===== config.mk =====
export PLATFORM = sky130hd
export DESIGN_NAME = dbg_frame_sequencer
export DESIGN_NICKNAME = d
export VERILOG_FILES = /design/src/rtl/dbg_frame_pkg.sv /design/src/rtl/dbg_rr_arbiter.sv /design/src/rtl/dbg_frame_sequencer.sv
export SDC_FILE = /design/constraint.sdc
export NUM_CORES = 1
export LEC_CHECK = 0
export CAP_MARGIN = 20
export CELL_PAD_IN_SITES_DETAIL_PLACEMENT = 2
export CELL_PAD_IN_SITES_GLOBAL_PLACEMENT = 2
export CORE_ASPECT_RATIO = 0.6
export CORE_UTILIZATION = 27
export CTS_CLUSTER_SIZE = 28
export DETAILED_ROUTE_END_ITERATION = 8
export PLACE_DENSITY = 0.79
export SLEW_MARGIN = 0
export SYNTH_ARGS = -nofsm -noshare
export SYNTH_HDL_FRONTEND = slang
export SYNTH_SLANG_ARGS = --single-unit

===== constraint.sdc =====
create_clock -name clk_i -period 2.5 [get_ports clk_i]
set_input_delay 0.25 -clock clk_i [delete_from_list [all_inputs] [get_ports clk_i]]
set_output_delay 0.25 -clock clk_i [all_outputs]
set_load 0.01 [all_outputs]

===== src/rtl/dbg_frame_pkg.sv =====
// Shared constants, state encoding and byte helper for the debug-bridge
// frame sequencer.
package dbg_frame_pkg;

  localparam int unsigned ADDR_W    = 32;
  localparam int unsigned DATA_W    = 32;
  localparam int unsigned MAX_WORDS = 63;
  localparam int unsigned WORDS_W   = $clog2(MAX_WORDS + 1);

  localparam logic [7:0] CMD_WRITE = 8'h10;
  localparam logic [7:0] CMD_READ  = 8'h11;

  typedef enum logic [2:0] {
    IDLE,
    CMD,
    LEN,
    ADDR,
    DATA
  } frame_state_e;

  // Byte idx of a 32-bit word, idx 0 = bits [7:0]
  function automatic logic [7:0] word_byte(input logic [DATA_W-1:0] w,
                                           input logic [1:0]        idx);
    return w[{idx, 3'b000} +: 8];
  endfunction

endpackage


===== src/rtl/dbg_rr_arbiter.sv =====
// Two-way round-robin arbiter; the requester not granted last wins a tie.
module dbg_rr_arbiter (
  input  logic       clk_i,
  input  logic       rst_i,
  input  logic [1:0] req,
  input  logic       en,
  output logic [1:0] grant_c
);

  logic prio_q;  // 1: requester 1 wins a tie

  always_comb begin
    grant_c = 2'b00;
    if (en) begin
      if (req == 2'b11) grant_c = prio_q ? 2'b10 : 2'b01;
      else              grant_c = req;
    end
  end

  always_ff @(posedge clk_i) begin
    if (rst_i)          prio_q <= 1'b0;
    else if (|grant_c)  prio_q <= grant_c[0];
  end

endmodule


===== src/rtl/dbg_frame_sequencer.sv =====
// Serializes word-level requests from two requesters into debug-bridge
// UART frames: CMD, LEN, ADDR (MSB first), DATA (LSB first per word).
module dbg_frame_sequencer
  import dbg_frame_pkg::*;
(
  input  logic                 clk_i,
  input  logic                 rst_i,
  input  logic [1:0]           req_valid_i,
  input  logic [1:0]           req_write_i,
  input  logic [2*ADDR_W-1:0]  req_addr_i,
  input  logic [2*WORDS_W-1:0] req_words_i,
  output logic [1:0]           req_ready_o,
  input  logic [2*DATA_W-1:0]  wdata_i,
  input  logic [1:0]           wdata_valid_i,
  output logic [1:0]           wdata_ready_o,
  output logic [7:0]           tx_data_o,
  output logic                 tx_valid_o,
  input  logic                 tx_accept_i,
  output logic [1:0]           grant_o,
  output logic                 busy_o
);

  frame_state_e       state_q;
  logic               sel_q;
  logic               wr_q;
  logic [ADDR_W-1:0]  addr_q;
  logic [WORDS_W-1:0] words_q;
  logic [DATA_W-1:0]  hold_q;
  logic               hold_full_q;
  logic [1:0]         idx_q;

  logic [1:0]         grant_c;
  logic               sel_c;
  logic               req_write_c;
  logic [ADDR_W-1:0]  req_addr_c;
  logic [WORDS_W-1:0] req_words_c;
  logic [DATA_W-1:0]  wdata_c;
  logic               wdata_valid_c;
  logic               tx_fire_c;

  dbg_rr_arbiter u_arb (
    .clk_i   (clk_i),
    .rst_i   (rst_i),
    .req     (req_valid_i),
    .en      (state_q == IDLE),
    .grant_c (grant_c)
  );

  // Request fields of the requester being granted, write data of the owner
  assign sel_c         = grant_c[1];
  assign req_write_c   = req_write_i[sel_c];
  assign req_addr_c    = sel_c ? req_addr_i[2*ADDR_W-1:ADDR_W] : req_addr_i[ADDR_W-1:0];
  assign req_words_c   = sel_c ? req_words_i[2*WORDS_W-1:WORDS_W] : req_words_i[WORDS_W-1:0];
  assign wdata_c       = sel_q ? wdata_i[2*DATA_W-1:DATA_W] : wdata_i[DATA_W-1:0];
  assign wdata_valid_c = wdata_valid_i[sel_q];
  assign tx_fire_c     = tx_valid_o & tx_accept_i;

  // tx_data_o always holds the byte of the current state; it is reloaded
  // only when that byte is accepted.
  always_ff @(posedge clk_i) begin
    if (rst_i) begin
      state_q       <= IDLE;
      sel_q         <= 1'b0;
      wr_q          <= 1'b0;
      addr_q        <= '0;
      words_q       <= '0;
      hold_q        <= '0;
      hold_full_q   <= 1'b0;
      idx_q         <= 2'd0;
      req_ready_o   <= 2'b00;
      wdata_ready_o <= 2'b00;
      tx_data_o     <= 8'h00;
      tx_valid_o    <= 1'b0;
      grant_o       <= 2'b00;
      busy_o        <= 1'b0;
    end else begin
      req_ready_o <= 2'b00;
      case (state_q)
        IDLE: begin
          if (|grant_c) begin
            req_ready_o <= grant_c;
            grant_o     <= grant_c;
            busy_o      <= 1'b1;
            sel_q       <= sel_c;
            wr_q        <= req_write_c;
            addr_q      <= req_addr_c;
            words_q     <= req_words_c;
            tx_valid_o  <= 1'b1;
            tx_data_o   <= req_write_c ? CMD_WRITE : CMD_READ;
            state_q     <= CMD;
          end
        end
        CMD: begin
          if (tx_fire_c) begin
            tx_data_o <= {words_q, 2'b00};
            state_q   <= LEN;
          end
        end
        LEN: begin
          if (tx_fire_c) begin
            tx_data_o <= word_byte(addr_q, 2'd3);
            idx_q     <= 2'd0;
            state_q   <= ADDR;
          end
        end
        ADDR: begin
          if (tx_fire_c) begin
            if (idx_q == 2'd3) begin
              tx_valid_o <= 1'b0;
              idx_q      <= 2'd0;
              if (wr_q && (words_q != '0)) begin
                hold_full_q   <= 1'b0;
                wdata_ready_o <= sel_q ? 2'b10 : 2'b01;
                state_q       <= DATA;
              end else begin
                grant_o <= 2'b00;
                busy_o  <= 1'b0;
                state_q <= IDLE;
              end
            end else begin
              idx_q     <= idx_q + 2'd1;
              tx_data_o <= word_byte(addr_q, ~(idx_q + 2'd1));
            end
          end
        end
        DATA: begin
          if (!hold_full_q) begin
            if (wdata_valid_c && wdata_ready_o[sel_q]) begin
              hold_q        <= wdata_c;
              hold_full_q   <= 1'b1;
              wdata_ready_o <= 2'b00;
              tx_valid_o    <= 1'b1;
              tx_data_o     <= wdata_c[7:0];
              idx_q         <= 2'd0;
            end
          end else if (tx_fire_c) begin
            if (idx_q == 2'd3) begin
              tx_valid_o <= 1'b0;
              words_q    <= words_q - WORDS_W'(1);
              if (words_q == WORDS_W'(1)) begin
                grant_o <= 2'b00;
                busy_o  <= 1'b0;
                state_q <= IDLE;
              end else begin
                hold_full_q   <= 1'b0;
                wdata_ready_o <= sel_q ? 2'b10 : 2'b01;
              end
            end else begin
              idx_q     <= idx_q + 2'd1;
              tx_data_o <= word_byte(hold_q, idx_q + 2'd1);
            end
          end
        end
        default: state_q <= IDLE;
      endcase
    end
  end

endmodule

==> flow_summary.toml <==
[outcome]
status = "finished, final reports clean"

[routing]
wl_um = 21500
drc_errors = 0
num_vias = 5236
avgRoutedWirePerCell_um = 21.6
drt_iter0_drc = 333
vias_per_cell = 5.25
dr.pass1.iters = 4
ant_nets = 0

[global_route]
grt_max_degree = 89
grt_busiest_layer = "met2"
grt_overflow = 0
grtUsageMet2 = 0.336
grt_pass1_wl_um = 33500
first_global_vias = 5676
antenna_found_initial = 0
grt_use_met1 = 0.309
met3_usage = 0.0449
groute.usage.overall = 0.217

[die]
dieArea_mm2 = 0.0202
die_x_um = 183
coreArea_mm2 = 0.0191
fp.dieH_um = 110
io_pins = 165
start_util = 0.277
rows = 39

[power_and_ir_drop]
power_density_mw_per_mm2 = 523
p_total_mw = 3.93
peakVddDrop_mv = 0.324
static-leakage-power_nw = 2.71

[synthesis]
synthFlopType = "dfxtp_1"
ys_top_cells_by_area = "dfxtp_1 36%, mux2i_1 15%, a211oi_1 10%, nor2_1 5.8%, mux4_2 4.3%"
ys_types = 58
yosysTopAreaCell = "dfxtp_1"
synth_top_area_frac = 0.359
avgSynthCellArea_um2 = 9.06
ys_seq_elements = 95
syn_nets = 737
synth_warnings = 0
ys_seq_area_frac = 0.359
syn-cell-area_mm2 = 0.00529
syn_inst = 584
synth-edff-count = 0
synthArstFlopShare = 0

[sta]
clock_skew_ns = 0.0152
relSlewSlack = 0.417
finalSetupTns_ns = 0
final.min_clock_period_ns = 2.37
finalHoldViolCount = 0
max_slew.worst_pin.slew_ns = 0.875
setup_viol = 0
hold_slack_ns = 0.426
maxSlewViolCount = 0
layout_worst_path_cycle_share = 0.948
rsz0062_at_grt = "no"
fmax_mhz = 422

[layout]
final_cells = 998
antennaDiodeCount = 0
final-seq-area_mm2 = 0.00190
final_layout_size_suffix_gt1_frac = 0.0929
multiInputGateArea_mm2 = 0.00312
area_growth_syn_to_layout_pct = 42.1
fillers = 2082
nets = 880
final_util = 0.393

[setup_path]
r2r_setup_slack_ns = 0.13
timing.rr.end = "tx_data_o[2]"
required_ns = 2.71
r2r_cells = 7
path_max_fanout = 9
worstPathArrival_ns = 2.58
worstSetupPathType = "reg -> reg"
crit_path_end_kind = "flip-flop"
start_kind = "flip-flop"
worstReg2RegStart = "idx_q[1]"

[cts]
h-tree-depth = 3
post_cts_buffers = 0
cts_tree = "yes"
cts.clk_slew.worst_paths_ns = 0.07
cts_sinks = 95
holdBufCountCts = 0
cts_made_buffers = 9
clk_path_buf_depth = 2
cts-root-buf = "clkbuf_16"
insertion_delay_ns = 0.35

[hold_path]
holdPathEnd = "words_q[0]"
hold_path_depth = 3
holdCritStartpoint = "rst_i"
hold_class = "in -> reg"

[run]
max_cap_viol_count = 0

[place]
place_congestion = 0.874
port_buffers = 164
dp.cells = 982
detailed_place_hpwl_um = 16500
==> worst max-delay path: stages, from the launching register on <==
cell and delay [ns]:
dfxtp_1 0.33, ha_1 0.38, buf_6 0.21, mux4_2 0.55
mux2i_2 0.23, o32ai_1 0.13, o211ai_1 0.30, a21oi_1 0.12
==> report_power, final <==
group | switching, mW | total [mW] | leakage [nW] | internal [mW]
sequential | 0.0964 | 1.70 | 0.777 | 1.61
combinational | 0.400 | 0.863 | 1.79 | 0.462
clock | 0.668 | 1.37 | 0.144 | 0.697
==> state kept, by name, summed over array words and instances, names as in the netlist <==
| name | flops |
|---|---|
| idx_q | 2 |
| hold_full_q | 1 |
| wr_q | 1 |
| u_arb.prio_q | 1 |
| req_ready_o | 2 |
| words_q | 6 |
| tx_valid_o | 1 |
| busy_o | 1 |
| wdata_ready_o | 2 |
| state_q | 3 |
| grant_o | 2 |
| addr_q | 32 |
| sel_q | 1 |
| hold_q | 32 |
| tx_data_o | 8 |
==> metal layers <==
metal,vias up,share of wire
li1,2463,-
met1,2603,0.47
met2,155,0.45
met3,15,0.064
met4,0,0.0083
met5,-,0
==> synth_stat cells, types with 9 or more instances <==
cell type	number
dfxtp_1	95
nor2_1	82
mux2i_1	77
a211oi_1	74
a21oi_1	28
clkbuf_1	23
nand2_1	22
buf_2	17
o21ai_0	14
nand3_1	13
inv_1	10
mux4_2	10
o211ai_1	9
==> cells in the final DEF (no fill, tap or decap), types with 7 or more instances in the layout <==
cell type        count
nor3_1               8
nand3_1             11
clkdlybuf4s50_1    163
mux2i_1             76
buf_4               15
o21ai_1              7
a21oi_1             28
dfxtp_1             94
clkbuf_16            9
o21ai_0             14
mux4_2              10
nor2_1              82
inv_1               10
nand2_1             22
nand2b_1             7
o211ai_1             9
mux2_2               8
a211oi_1            74
==> worst max path at each step <==
| stage | startpoint | to | slack [ns] | cells past startpoint |
|---|---|---|---|---|
| after global placement | idx_q[0] | tx_data_o[2] | 0.18 | 7 |
| after floorplan | idx_q[0] | tx_data_o[2] | 0.55 | 8 |
| after detailed placement | idx_q[0] | tx_data_o[0] | 0.003 | 7 |
| final | idx_q[1] | tx_data_o[2] | 0.13 | 7 |
| after global routing | idx_q[1] | tx_data_o[1] | 0.06 | 7 |
| after CTS | idx_q[0] | tx_data_o[0] | 0.06 | 7 |
==> timing repair <==
action | 4_1_cts | 5_1_grt
resized for setup | 1 | 4
cloned | 0 | 0
pin swaps | 0 | 0
setup endpoints to repair | 1 | 2
==> final cells by class <==
type | count | area share
Inverter | 10 | 0.00499
Clock buffer | 9 | 0.0300
Timing Repair Buffer | 184 | 0.245
Clock inverter | 7 | 0.00832
Multi-Input combinational cell | 427 | 0.414
Tap cell | 266 | 0.0443
Sequential cell | 95 | 0.253
==> logic make-up (layout without fill, tap and decap cells) <==
logic type | count (synthesis) | in the layout | synth area share
AOI/OAI and AO/OA | 166 | 166 | 0.222
buffers and inverters | 62 | 210 | 0.0558
muxes | 96 | 96 | 0.207
and+or+nand+nor | 161 | 161 | 0.146
DFF | 95 | 95 | 0.359
adders and majority gates | 4 | 4 | 0.00946
==> per-stage QoR <==
step                      cell area, um2  setup WS, ns
after floorplan                     5290         0.554
after global placement              7210         0.176
after detailed placement            7210       0.00345
after CTS                           7500        0.0559
after global routing                7520        0.0567
final                               7520         0.131
No activity file was read; power rests on OpenSTA's default activity.
